**src/rtl/display_scan_ctrl_pkg.sv**
```systemverilog
`default_nettype none
// ============================================================================
//  Module      : display_scan_ctrl_pkg
//  Description : Shared display constants (mode encodings, anode-off pattern)
//                and the scroll-window index helper.
//  Revision    : 1.0 - initial release
// ============================================================================
package display_scan_ctrl_pkg;

    localparam logic [1:0] c_mode_off    = 2'b00;
    localparam logic [1:0] c_mode_clock  = 2'b01;
    localparam logic [1:0] c_mode_scroll = 2'b10;
    localparam logic [3:0] c_anode_off   = 4'hF;

    // Buffer nibble shown at a digit position: the leftmost position (3)
    // shows the current offset, positions to the right show later symbols.
    function automatic logic [3:0] scroll_idx(input logic [5:0] li,
                                              input logic [1:0] addr,
                                              input int unsigned len);
        logic [6:0] w_sum;
        w_sum = {1'b0, li} + 7'd3 - {5'b0, addr};
        // li < len and the window spans at most 3 symbols, so one fold suffices
        if (w_sum >= 7'(len)) begin
            w_sum = w_sum - 7'(len);
        end
        return 4'(w_sum);
    endfunction

endpackage
`default_nettype wire

```
**src/rtl/display_scan_ctrl_sec_blink_gen.sv**
```systemverilog
`default_nettype none
// ============================================================================
//  Module      : sec_blink_gen
//  Description : Seconds-dot stretcher. Each tick holds the flag high for
//                BLINK_LEN clocks; a tick while high restarts the interval.
//  Revision    : 1.0 - initial release
// ============================================================================
module sec_blink_gen #(
    parameter int unsigned BLINK_LEN = 1000
) (
    input  logic clk,
    input  logic rst_n,
    input  logic i_sec_tick,
    output logic o_flag_sec
);

    localparam logic [23:0] c_load = 24'(BLINK_LEN - 1);

    logic [23:0] r_blink_cnt;
    logic        r_flag;

    // Load on tick, count down while lit, drop the flag once the count is spent
    always_ff @(posedge clk) begin
        if (!rst_n) begin
            r_blink_cnt <= '0;
            r_flag      <= 1'b0;
        end else if (i_sec_tick) begin
            r_blink_cnt <= c_load;
            r_flag      <= 1'b1;
        end else if (r_flag) begin
            if (r_blink_cnt == '0) begin
                r_flag <= 1'b0;
            end else begin
                r_blink_cnt <= r_blink_cnt - 24'd1;
            end
        end
    end

    assign o_flag_sec = r_flag;

endmodule
`default_nettype wire

```
**src/rtl/display_scan_ctrl.sv**
```systemverilog
`default_nettype none
// ============================================================================
//  Module      : display_scan_ctrl
//  Description : Four-digit multiplexed display scanner with hh:mm clock and
//                scrolling-text modes, frame-aligned input shadowing, anode
//                blanking and a seconds-dot generator.
//  Revision    : 1.0 - initial release
// ============================================================================
module display_scan_ctrl
    import display_scan_ctrl_pkg::*;
#(
    parameter int unsigned SCAN_DIV     = 16,
    parameter int unsigned BLANK        = 2,
    parameter int unsigned SCROLL_STEPS = 64,
    parameter int unsigned LOOP_LEN     = 16,
    parameter int unsigned BLINK_LEN    = 1000
) (
    input  logic        clk_in,
    input  logic        rst_n_in,
    input  logic [1:0]  mode_in,
    input  logic [15:0] time_bcd,
    input  logic [63:0] scroll_data,
    input  logic        sec_tick,
    output logic [3:0]  digit,
    output logic [1:0]  address,
    output logic [1:0]  type_out,   // "type" is a reserved word in SystemVerilog
    output logic [5:0]  loopindex,
    output logic        flag_sec,
    output logic [3:0]  anode_n
);

    localparam logic [15:0] c_scan_last  = 16'(SCAN_DIV - 1);
    localparam logic [15:0] c_blank      = 16'(BLANK);
    localparam logic [9:0]  c_steps_last = 10'(SCROLL_STEPS - 1);
    localparam logic [5:0]  c_loop_last  = 6'(LOOP_LEN - 1);

    logic [15:0] r_scan_cnt;
    logic [1:0]  r_addr;
    logic [9:0]  r_frame_cnt;
    logic [5:0]  r_loopindex;
    logic [1:0]  r_sh_mode;
    logic [15:0] r_sh_time;
    logic [63:0] r_sh_scroll;
    logic [15:0] r_cnt_d;
    logic [3:0]  r_digit;
    logic [1:0]  r_address;
    logic [1:0]  r_type;
    logic [3:0]  r_anode_n;

    logic        w_frame_start;
    logic [1:0]  w_mode;
    logic [15:0] w_time;
    logic [63:0] w_scroll;
    logic        w_display_on;
    logic [9:0]  w_frame_nxt;
    logic [5:0]  w_li_nxt;
    logic [3:0]  w_idx;
    logic [3:0]  w_nib;

    // At a frame start the fresh inputs are used directly so the whole frame,
    // including its first slot, comes from one consistent snapshot.
    assign w_frame_start = (r_scan_cnt == '0) && (r_addr == 2'd0);
    assign w_mode        = w_frame_start ? mode_in     : r_sh_mode;
    assign w_time        = w_frame_start ? time_bcd    : r_sh_time;
    assign w_scroll      = w_frame_start ? scroll_data : r_sh_scroll;
    assign w_display_on  = (w_mode == c_mode_clock) || (w_mode == c_mode_scroll);

    // Scroll position: restart on entry into scroll mode, advance every SCROLL_STEPS frames
    always_comb begin
        w_frame_nxt = r_frame_cnt;
        w_li_nxt    = r_loopindex;
        if (w_mode != c_mode_scroll) begin
            w_frame_nxt = '0;
            w_li_nxt    = '0;
        end else if (w_frame_start) begin
            if (r_sh_mode != c_mode_scroll) begin
                w_frame_nxt = '0;
                w_li_nxt    = '0;
            end else if (r_frame_cnt == c_steps_last) begin
                w_frame_nxt = '0;
                w_li_nxt    = (r_loopindex == c_loop_last) ? 6'd0 : r_loopindex + 6'd1;
            end else begin
                w_frame_nxt = r_frame_cnt + 10'd1;
            end
        end
    end

    // Source nibble for the position being scanned
    always_comb begin
        w_idx = scroll_idx(w_li_nxt, r_addr, LOOP_LEN);
        w_nib = 4'd0;
        if (w_mode == c_mode_clock) begin
            w_nib = w_time[{r_addr, 2'b00} +: 4];
        end else if (w_mode == c_mode_scroll) begin
            w_nib = w_scroll[{w_idx, 2'b00} +: 4];
        end
    end

    // Slot/position counters, frame shadows and scroll state
    always_ff @(posedge clk_in) begin
        if (!rst_n_in) begin
            r_scan_cnt  <= '0;
            r_addr      <= '0;
            r_frame_cnt <= '0;
            r_loopindex <= '0;
            r_sh_mode   <= '0;
            r_sh_time   <= '0;
            r_sh_scroll <= '0;
        end else begin
            if (r_scan_cnt == c_scan_last) begin
                r_scan_cnt <= '0;
                r_addr     <= r_addr + 2'd1;
            end else begin
                r_scan_cnt <= r_scan_cnt + 16'd1;
            end
            if (w_frame_start) begin
                r_sh_mode   <= mode_in;
                r_sh_time   <= time_bcd;
                r_sh_scroll <= scroll_data;
            end
            r_frame_cnt <= w_frame_nxt;
            r_loopindex <= w_li_nxt;
        end
    end

    // Decoder-facing outputs; anodes trail the segment data by one clock
    always_ff @(posedge clk_in) begin
        if (!rst_n_in) begin
            r_digit   <= '0;
            r_address <= '0;
            r_type    <= '0;
            r_cnt_d   <= '0;
            r_anode_n <= c_anode_off;
        end else begin
            r_digit   <= w_nib;
            r_address <= r_addr;
            r_type    <= w_display_on ? w_mode : c_mode_off;
            r_cnt_d   <= r_scan_cnt;
            if (!w_display_on || (r_type == c_mode_off) || (r_cnt_d < c_blank)) begin
                r_anode_n <= c_anode_off;
            end else begin
                r_anode_n <= ~(4'b0001 << r_address);
            end
        end
    end

    sec_blink_gen #(
        .BLINK_LEN (BLINK_LEN)
    ) u_sec_blink (
        .clk        (clk_in),
        .rst_n      (rst_n_in),
        .i_sec_tick (sec_tick),
        .o_flag_sec (flag_sec)
    );

    assign digit     = r_digit;
    assign address   = r_address;
    assign type_out  = r_type;
    assign loopindex = r_loopindex;
    assign anode_n   = r_anode_n;

endmodule
`default_nettype wire

```
**config.mk**
```make
export PLATFORM = sky130hd
export DESIGN_NAME = display_scan_ctrl
export DESIGN_NICKNAME = d
export VERILOG_FILES = /design/src/rtl/display_scan_ctrl_pkg.sv /design/src/rtl/display_scan_ctrl_sec_blink_gen.sv /design/src/rtl/display_scan_ctrl.sv
export SDC_FILE = /design/constraint.sdc
export NUM_CORES = 1
export LEC_CHECK = 0
export ABC_AREA = 1
export ABC_CLOCK_PERIOD_IN_PS = 3800
export BUFFER_PORTS_ARGS = -buffer_cell sky130_fd_sc_hd__buf_2
export CAP_MARGIN = 20
export CORE_MARGIN = 1
export CORE_UTILIZATION = 45
export DETAILED_ROUTE_END_ITERATION = 8
export GPL_ROUTABILITY_DRIVEN = 0
export PLACE_DENSITY = 0.67
export SYNTH_ARGS = -nofsm -noshare
export SYNTH_HDL_FRONTEND = slang
export SYNTH_SLANG_ARGS = --single-unit
```
**constraint.sdc**
```tcl
create_clock -name clk_in -period 3.8 [get_ports clk_in]
set_input_delay 0.76 -clock clk_in [delete_from_list [all_inputs] [get_ports clk_in]]
set_output_delay 0.76 -clock clk_in [all_outputs]
set_load 0.02 [all_outputs]
```
Yosys cells after proc, flatten, opt, wreduce, memory -nomap -nowiden
Cells that the tools add are included.
Operators by class
  order comparisons: 2
  bitwise logic cells: 3
  reduce and logical (&&, ||, !) cells: 17
  shift operators: 3
  multiplexer cells: 19
  equality and inequality tests: 8
  $add $sub $neg: 8
Operator list (number)
  $mux W64: 1
  $shiftx A64 B7 Y4: 1
  $mux W10: 5
  $mux W6: 5
  $logic_not A24 Y1: 1
  $sub A24 B1 Y24 const B: 1
  $add A16 B1 Y16 const B: 1
  $eq A16 B4 Y1 const B: 1
  $logic_not A16 Y1: 1
  $lt A16 B2 Y1 const B: 1
  $mux W16: 1
  $shiftx A16 B5 Y4: 1
  $mux W4: 3
  $add A10 B1 Y10 const B: 1
  $eq A10 B6 Y1 const B: 1
  $reduce_or A2 Y1: 4
  $add A6 B2 Y7 const B: 1
  $ge A7 B5 Y1 const B: 1
  $sub A7 B2 Y7: 1
  $add A6 B1 Y6 const B: 1
  $eq A6 B4 Y1 const B: 1
  $ne A2 B2 Y1 const B: 3
  $reduce_and A2 Y1: 3
  $logic_not A2 Y1: 2
  other kinds (13): 18
Storage, ports and cells
  bits in registers: 169
  output and inout port bits: 19
  input bits: 85

Logic depth before layout (Yosys ltp)
Gate-level depths: netlist of the first run.
  word-level depth: 13
  gate-level depth with buffers: 30
  gate-level depth less buffers: 26

Modules after synthesis
Synthesis of the first run repeated with hierarchy kept, for this count alone.
Second synthesis, totals
  cell total of the unflattened synthesis: 1299
  area total of the unflattened synthesis: 8689.6 µm²
By module, submodules not included
  display_scan_ctrl: sequential area each 2862.7 µm², cells each 1027, times used 1, area an instance 7044.3 µm²
  sec_blink_gen: sequential area each 500.5 µm², cells each 272, times used 1, area an instance 1645.3 µm²

Worst setup path after synthesis of the first run
OpenSTA, ideal clock, no wires.
  path kind: register to register
  from: register r_addr[0]
  to: register r_digit[0] (netlist: digit[0])
  stages on the path, launching flop included: 31
  data required time: 3668 ps
  path slack: -380 ps
  clock period less this slack: 4180 ps
  data arrival time: 4048 ps
  path buffers: 6
  library setup time: 132 ps
  cell sequence: dfxtp_1 > clkbuf_1 > inv_1 > clkbuf_1 > ha_1 > nand2_1 > inv_1 > nand2_1 > nor2_4 > nand2_4 > buf_2 > buf_2 > nor2_1 > o21bai_1 > ha_1 > nand2_1 > inv_2 > o21ai_0 > a21oi_1 > ha_1 > ha_1 > clkbuf_1 > inv_1 > clkbuf_1 > nand3_1 > nand2_1 > nand2_1 > nand2_1 > nand2_1 > nand3_1 > a21oi_1
Between the ends
  cells in the longest elaborated chain, start to end: 12
  elaborated cells between the ends (all ways): 19
  those cells by class: add/sub: 3; order compare: 1; eq/ne: 3; shift: 2; mux: 8; reduce/logical: 2
Ends and longest elaborated chain
  start, declared: RTL line display_scan_ctrl.sv:38  | logic [1:0] r_addr;
  start signal, assigned: RTL line display_scan_ctrl.sv:112  | r_addr <= r_addr + 2'd1;
  $logic_not A2 Y1 (*): RTL line display_scan_ctrl.sv:62  | assign w_frame_start = (r_scan_cnt == '0) && (r_addr == 2'd0);
  $logic_and A1 B1 Y1 (*): RTL line display_scan_ctrl.sv:62
  $mux W2
  $ne A2 B2 Y1: RTL line display_scan_ctrl.sv:72  | if (w_mode != c_mode_scroll) begin
  $mux W6 (*): RTL line display_scan_ctrl.sv:72
  via w_li_nxt[1]: RTL line display_scan_ctrl.sv:56  | logic [5:0] w_li_nxt;
  $add A6 B2 Y7 (*): RTL line display_scan_ctrl_pkg.sv:21  | w_sum = {1'b0, li} + 7'd3 - {5'b0, addr};
  $sub A7 B2 Y7 (*): RTL line display_scan_ctrl_pkg.sv:21
  $ge A7 B5 Y1 / $sub A4 B1 Y4 (equally long branches): RTL line display_scan_ctrl_pkg.sv:23, display_scan_ctrl_pkg.sv:24
  $mux W4 (*): RTL line display_scan_ctrl_pkg.sv:23  | if (w_sum >= 7'(len)) begin
  $shiftx A64 B7 Y4 (*): RTL line display_scan_ctrl.sv:95  | w_nib = w_scroll[{w_idx, 2'b00} +: 4];
  $mux W4 (*): RTL line display_scan_ctrl.sv:94  | end else if (w_mode == c_mode_scroll) begin
  $mux W4 (*): RTL line display_scan_ctrl.sv:92  | if (w_mode == c_mode_clock) begin
  end signal, assigned: RTL line display_scan_ctrl.sv:135  | r_digit <= w_nib;
  end, declared: RTL line display_scan_ctrl.sv:45  | logic [3:0] r_digit;
Mark *: on every way through the listed nets, which the timed path passes. The rest lies on a longest branch.
A chain may end at the register's enable or synchronous reset.

Worst setup path in the final report of the first run
  from: register r_scan_cnt[0]
  to: register r_digit[2] (netlist: digit[2])
Between the ends
  cells in the longest elaborated chain, start to end: 12
  elaborated cells between the ends (all ways): 19
  those cells by class: add/sub: 3; order compare: 1; eq/ne: 3; shift: 2; mux: 8; reduce/logical: 2
Ends and longest elaborated chain
  start, declared: RTL line display_scan_ctrl.sv:37  | logic [15:0] r_scan_cnt;
  start signal, assigned: RTL line display_scan_ctrl.sv:114  | r_scan_cnt <= r_scan_cnt + 16'd1;
  $logic_not A16 Y1 (*): RTL line display_scan_ctrl.sv:62
  $logic_and A1 B1 Y1 (*): RTL line display_scan_ctrl.sv:62
  $mux W2 (*)
  via w_mode[1]: RTL line display_scan_ctrl.sv:51  | logic [1:0] w_mode;
  $ne A2 B2 Y1 (*): RTL line display_scan_ctrl.sv:72
  $mux W6 (*): RTL line display_scan_ctrl.sv:72
  via w_li_nxt[1]: RTL line display_scan_ctrl.sv:56
  $add A6 B2 Y7 (*): RTL line display_scan_ctrl_pkg.sv:21
  $sub A7 B2 Y7 (*): RTL line display_scan_ctrl_pkg.sv:21
  $ge A7 B5 Y1 / $sub A4 B1 Y4 (equally long branches): RTL line display_scan_ctrl_pkg.sv:23, display_scan_ctrl_pkg.sv:24
  $mux W4 (*): RTL line display_scan_ctrl_pkg.sv:23
  $shiftx A64 B7 Y4 (*): RTL line display_scan_ctrl.sv:95
  $mux W4 (*): RTL line display_scan_ctrl.sv:94
  $mux W4 (*): RTL line display_scan_ctrl.sv:92
Marked as above.

==> flow_summary_export.csv, run 1 <==
group,metric,value,unit
cells_and_area,nets,1385,
power,finalPower,4510,uW
synth,dominantRegCellSynth,"dfxtp_1",
global_routing,grt_max_degree,81,
die,start_util,0.459,
critical_path,reg2reg_from,"r_scan_cnt[0]",
critical_path,cp-end-kind,"register",
critical_path,crit_buf_inv,6,
synth,syn-cell-area,0.00824,mm2
cells_and_area,drive_gt1_frac,0.139,
critical_path,crit_required,4.16,ns
job,maxCapViolations,0,
critical_path,cp_max_fo,10,
timing,slew_headroom,0.352,
clocking,cts_root_buf,"clkbuf_16",
die,num_io_pins,104,
synth,syn_area_per_cell,6.89,um2
global_routing,grt_pass1_vias,6674,
cells_and_area,instances_no_fill,1530,
place,dpl.hpwl,14100,um
drt,drtAntennaViolNets,0,
timing,min_period_over_period,0.920,
place,dpl.cell_count,1493,
clocking,path_clk_slew,0.07,ns
critical_path,crit_start,"r_scan_cnt[0]",
power,powerDensity,468,mW/mm2
cells_and_area,final_common_cell,"nand2_1",
drt,vias_per_cell,4.97,
die,dieArea,0.0189,mm2
timing,hold_violations,0,
synth,synth_compound_area_frac,0.0495,
cells_and_area,stdcell_area,0.00962,mm2
critical_path,crit_arrival,3.86,ns
die,core,0.0180,mm2
synth,synth_cell_types,41,
hold_path,hp-class,"register to register",
drt,routed_wl,20300,um
drt,drt_iter0_markers,568,
timing,fmax,286,MHz
timing,tightest_slew,0.972,ns
synth,syn_inst,1196,
synth,synthMuxAreaShare,0.0170,
critical_path,reg2reg_to,"digit[2]",
global_routing,grt_pass1_wl,32700,um
timing,slew_viol_final,0,
place,place_ws,0.215,ns
critical_path,cp_common_cell,"nand2_1",
synth,synth_simple_gate_area_frac,0.394,
synth,syn_nets,1293,
die,die_h,137,um
critical_path,crit_type,"register to register",
cells_and_area,antenna_cells,0,
cells_and_area,area_delta_synth_final,16.8,%
cells_and_area,final_cell_mix,"287 x nand2_1, 168 x dfxtp_1, 157 x nor2_1",
timing,skew,0.0107,ns
critical_path,rr_worst_depth,25,
drt,drtPass1Iterations,5,
power,p_leak,0.00466,uW
place,numPortBuffers,103,
timing,setup_viol,0,
drt,vias,7601,
synth,synth_xor_area_frac,0.00744,
global_routing,antenna_found_initial,0,
critical_path,max_stage_delay,0.50,ns
synth,synth_top_family_by_area,"simple AND/OR/NAND/NOR gates",
clocking,insertion_delay,0.43,ns
synth,ys_seq_area_frac,0.408,
synth,yosysWarnings,0,
die,placementRows,49,
outcome,status,"finished clean",
clocking,numClockSinks,168,
clocking,htree_levels,4,
place,postPlaceCellArea,0.00894,mm2
cells_and_area,fillers,1753,
critical_path,cpLargestDelayFamily,"adder cells",
power,ir_drop,0.000419,V
drt,drc,0,
synth,synth-adder-area-share,0.0191,
timing,layout_min_cycle_time,3.50,ns
global_routing,grt-ovfl-total,0,
synth,synth_seq_cells,168,
die,dieWidth,137,um
clocking,cts_buffers,17,
critical_path,worstSetupStartpointType,"register",
critical_path,cp_slowest_cell,"fa_2",
clocking,cts_tree,"done",
synth,async_reset_ff_frac,0,
timing,whs,0.436,ns
timing,setup_ws,0.304,ns
synth,synth_edf_count,0,
hold_path,hold_path.startpoint,"r_scan_cnt[3]",
hold_path,min_to,"r_cnt_d[3]",
global_routing,grt_usage,0.225,
hold_path,whs_path_depth,2,
critical_path,rrSetupSlack,0.30,ns
drt,avgRoutedWirePerCell,13.3,um
clocking,cts.path.max_buffers,2,
state kept, by name (all words and copies together), names as in the netlist, 6 cells and up:
name,count
r_scan_cnt,16
r_sh_scroll,64
u_sec_blink.r_blink_cnt,24
loopindex,6
r_sh_time,16
r_cnt_d,15
r_frame_cnt,10
how the worst max path moves through the flow:
stage                to  cells after the start  slack [ns]
2_1_floorplan  digit[0]                     29       0.009
3_3_place_gp   digit[3]                     25        0.33
3_5_place_dp   digit[2]                     25        0.22
4_1_cts        digit[2]                     25        0.20
5_1_grt        digit[3]                     25      -0.004
6_report       digit[2]                     25        0.30
cell usage after synthesis, types with 3 or more instances:
master      n  area share
buf_1       3      0.0014
nor4_1      9      0.0068
nand4_1    12      0.0091
inv_2       3      0.0014
nor2_1    157       0.072
ha_1       11       0.017
or2_2       4      0.0030
buf_2      15      0.0091
nor3_1     16      0.0097
clkbuf_1   23       0.010
xor2_1      6      0.0064
o21ai_0    21       0.013
nor3b_1    11       0.010
inv_1     156       0.071
nand2_1   287        0.13
o21a_1      4      0.0036
dfxtp_1   168        0.41
mux2i_1    14       0.017
a31oi_1     5      0.0038
nand3b_1   63       0.057
buf_4      11       0.010
a21oi_1    36       0.022
nor2_2      3      0.0023
nand2_2     3      0.0023
nand3_1   133       0.081
layer usage:
layer | global-route usage | share of wire | vias to the layer above
met4 | 0.0702 | 0.013 | 0
met3 | 0.0533 | 0.057 | 17
met1 | 0.310 | 0.48 | 3419
met5 | 0 | 0 | -
met2 | 0.345 | 0.45 | 180
li1 | - | - | 3985
logic make-up after synthesis:
logic type,Yosys count
AND/OR/NAND/NOR,708
buffers and inverters,213
flip-flops,168
AO/OA/AOI/OAI,74
multiplexers,14
adder cells (fa/ha/maj),12
XOR/XNOR,7
repair_timing:
item                                   in CTS  in global routing
endpoints found under the hold margin       0                  0
setup endpoints to repair                   0                  4
setup buffers                               0                  5
hold buffers                                0                  0
resized for setup                           0                 10
report_power, final:
part           leakage, uW  internal, uW  switching, uW
clock network     0.000304          1070            764
registers          0.00138          1880           41.3
logic              0.00298           272            475
total              0.00466          3230           1280
worst min-delay path: cells and delay by family, from the launching register on:
kind	cells	cell delay (ns)
flops	1	0.32
buf+inv	1	0.03
simple gates	1	0.05
through the flow:
stage	utilization	TNS, ns
floorplan	-	0
global placement	0.498	0
detailed placement	0.498	0
CTS	0.532	0
global route	0.536	-0.00688
finish	0.536	0
layout make-up:
class	count	area, um2	share of cell area
multi-input combinational	815	4040	0.419
sequential	168	3360	0.349
timing repair buffer	125	693	0.0720
inverter	161	622	0.0646
clock buffer	18	439	0.0456
tap	229	287	0.0298
clock inverter	14	184	0.0191
No activity file was read; power rests on OpenSTA's default activity.
==> inputs of run 2 (changes only) <==
CORE_UTILIZATION = 53   (was 45)
PLACE_DENSITY = 0.77   (was 0.67)
==> run 2 against run 1 <==
Effect of this change:
- utilization rose by 8.7 points
- via count rose by 0.72%
- maximum frequency rose by 2.1%
- cell area fell by 1.6%
- clock-buffer cell count fell by 1
- non-clock buffer count fell by 4
- die area fell by 15%
- register-to-register slack improved by 0.07 ns
- power fell by 3.9%
==> flow_summary_export.csv, run 2 (synthesis gave the netlist of run 1 again) <==
group,metric,value,unit
clocking,path_clk_slew,0.07,ns
global_routing,grt_usage,0.252,
timing,setup_ws,0.374,ns
clocking,cts_root_buf,"clkbuf_16",
timing,final.setup.tns,0,ns
cells_and_area,stdcell_area,0.00947,mm2
timing,layout_min_cycle_time,3.43,ns
timing,min_period_over_period,0.902,
cells_and_area,fillers,1406,
critical_path,crit_arrival,3.78,ns
cells_and_area,nets,1381,
hold_path,hp-class,"register to register",
critical_path,worstSetupStartpointType,"register",
die,placementRows,45,
cells_and_area,area_delta_synth_final,14.9,%
cells_and_area,final_cell_mix,"287 x nand2_1, 167 x dfxtp_1, 157 x nor2_1",
global_routing,grt_pass1_vias,6966,
outcome,status,"finished clean",
place,dpl.hpwl,13600,um
clocking,insertion_delay,0.43,ns
clocking,numClockSinks,168,
die,num_io_pins,104,
drt,drtPass1Iterations,5,
cells_and_area,regMostFlops,"r_sh_scroll",
critical_path,cpLargestDelayFamily,"adder cells",
die,dieWidth,127,um
power,powerDensity,457,mW/mm2
global_routing,grt_max_degree,65,
drt,vias,7656,
cells_and_area,largest_reg_flops,64,
power,ir_drop,0.000343,V
clocking,cts_buffers,17,
critical_path,cp.depth,25,
critical_path,cp_max_fo,10,
global_routing,grt-ovfl-total,0,
timing,hold_violations,0,
power,p_leak,0.00462,uW
hold_path,whs_path_depth,1,
critical_path,cp_common_cell,"nand2_1",
critical_path,cp_slowest_cell,"fa_2",
drt,drc,0,
critical_path,crit_buf_inv,6,
drt,routed_wl,19500,um
timing,grt_setup_unrepaired,"no",
critical_path,max_stage_delay,0.52,ns
timing,fmax,292,MHz
global_routing,grt_pass1_wl,32100,um
cells_and_area,reg_top3,"r_sh_scroll (64), u_sec_blink.r_blink_cnt (24)",
critical_path,crit_required,4.16,ns
clocking,cts_tree,"done",
die,core,0.0152,mm2
drt,drtAntennaViolNets,0,
cells_and_area,final_common_cell,"nand2_1",
global_routing,antenna_found_initial,0,
timing,slew_headroom,0.565,
critical_path,rr_worst_depth,25,
timing,tightest_slew,0.653,ns
cells_and_area,drive_gt1_frac,0.137,
die,dieArea,0.0160,mm2
timing,setup_viol,0,
place,place_ws,0.240,ns
place,postPlaceCellArea,0.00885,mm2
drt,avgRoutedWirePerCell,13.2,um
clocking,htree_levels,4,
critical_path,cp-end-kind,"register",
place,numPortBuffers,103,
cells_and_area,instances_no_fill,1485,
critical_path,crit_type,"register to register",
drt,vias_per_cell,5.16,
job,maxCapViolations,0,
die,die_h,127,um
timing,slew_viol_final,0,
cells_and_area,antenna_cells,0,
timing,skew,0.00858,ns
clocking,cts_hold_buf,0,
drt,drt_iter0_markers,373,
die,start_util,0.542,
place,dpl.cell_count,1449,
clocking,cts.path.max_buffers,2,
## run 2: layer usage
metal	track usage	vias up	share of wire
met2	0.422	210	0.47
met3	0.0510	29	0.055
met5	0	-	0
li1	-	3975	-
met1	0.321	3442	0.45
met4	0.0952	0	0.020
## run 2: worst register-to-register path: stages (launching register included)
cell,delay (ns)
dfxtp_2,0.35
inv_1,0.08
ha_1,0.14
nand2_1,0.04
inv_1,0.04
nand2_1,0.07
nor2_4,0.12
nand2_4,0.10
inv_8,0.09
nor2_1,0.04
nor2_1,0.15
ha_2,0.20
nand2_1,0.08
inv_2,0.09
o21ai_1,0.08
a21oi_1,0.13
ha_1,0.24
ha_1,0.19
inv_1,0.08
fa_2,0.52
buf_6,0.17
nand2_1,0.06
nand2_1,0.05
nand2_1,0.05
nand3_1,0.07
a21oi_1,0.12
## run 2: metrics by stage
step                      total power [uW]  hold WS, ns   util
after global routing                  4550        0.470  0.623
final                                 4330        0.443  0.623
after floorplan                       2510        0.420      -
after detailed placement              2690        0.425  0.582
after CTS                             4350        0.442  0.620
after global placement                2670        0.426  0.582
## run 2: path summary, 6_finish.rpt
check | from | to | slack (ns)
worst max register to register | r_addr[1] | digit[3] | 0.37
worst min register to register | address[1] | anode_n[3] | 0.44
worst min-delay path | address[1] | anode_n[3] | 0.44
worst max-delay path | r_addr[1] | digit[3] | 0.37
## run 2: timing repair
item | CTS | global route
buffers inserted | 0 | 4
resized for setup | 0 | 9
setup endpoints to repair | 0 | 4
## run 2: area by class of cell
class                   instances  area [um2]  share of cell area
repair buffers                121         654              0.0691
inverters                     161         614              0.0649
well taps                     188         235              0.0248
flip-flops and latches        168        3360               0.355
multi-input cells             815        4030               0.425
clock buffers                  17         425              0.0449
clock inverters                15         145              0.0153
## run 2: where the power goes
part	leakage [uW]	internal [uW]	switching (uW)
sequential	0.00138	1880	41.3
clock	0.000277	916	748
combinational	0.00296	267	474
total	0.00462	3070	1260
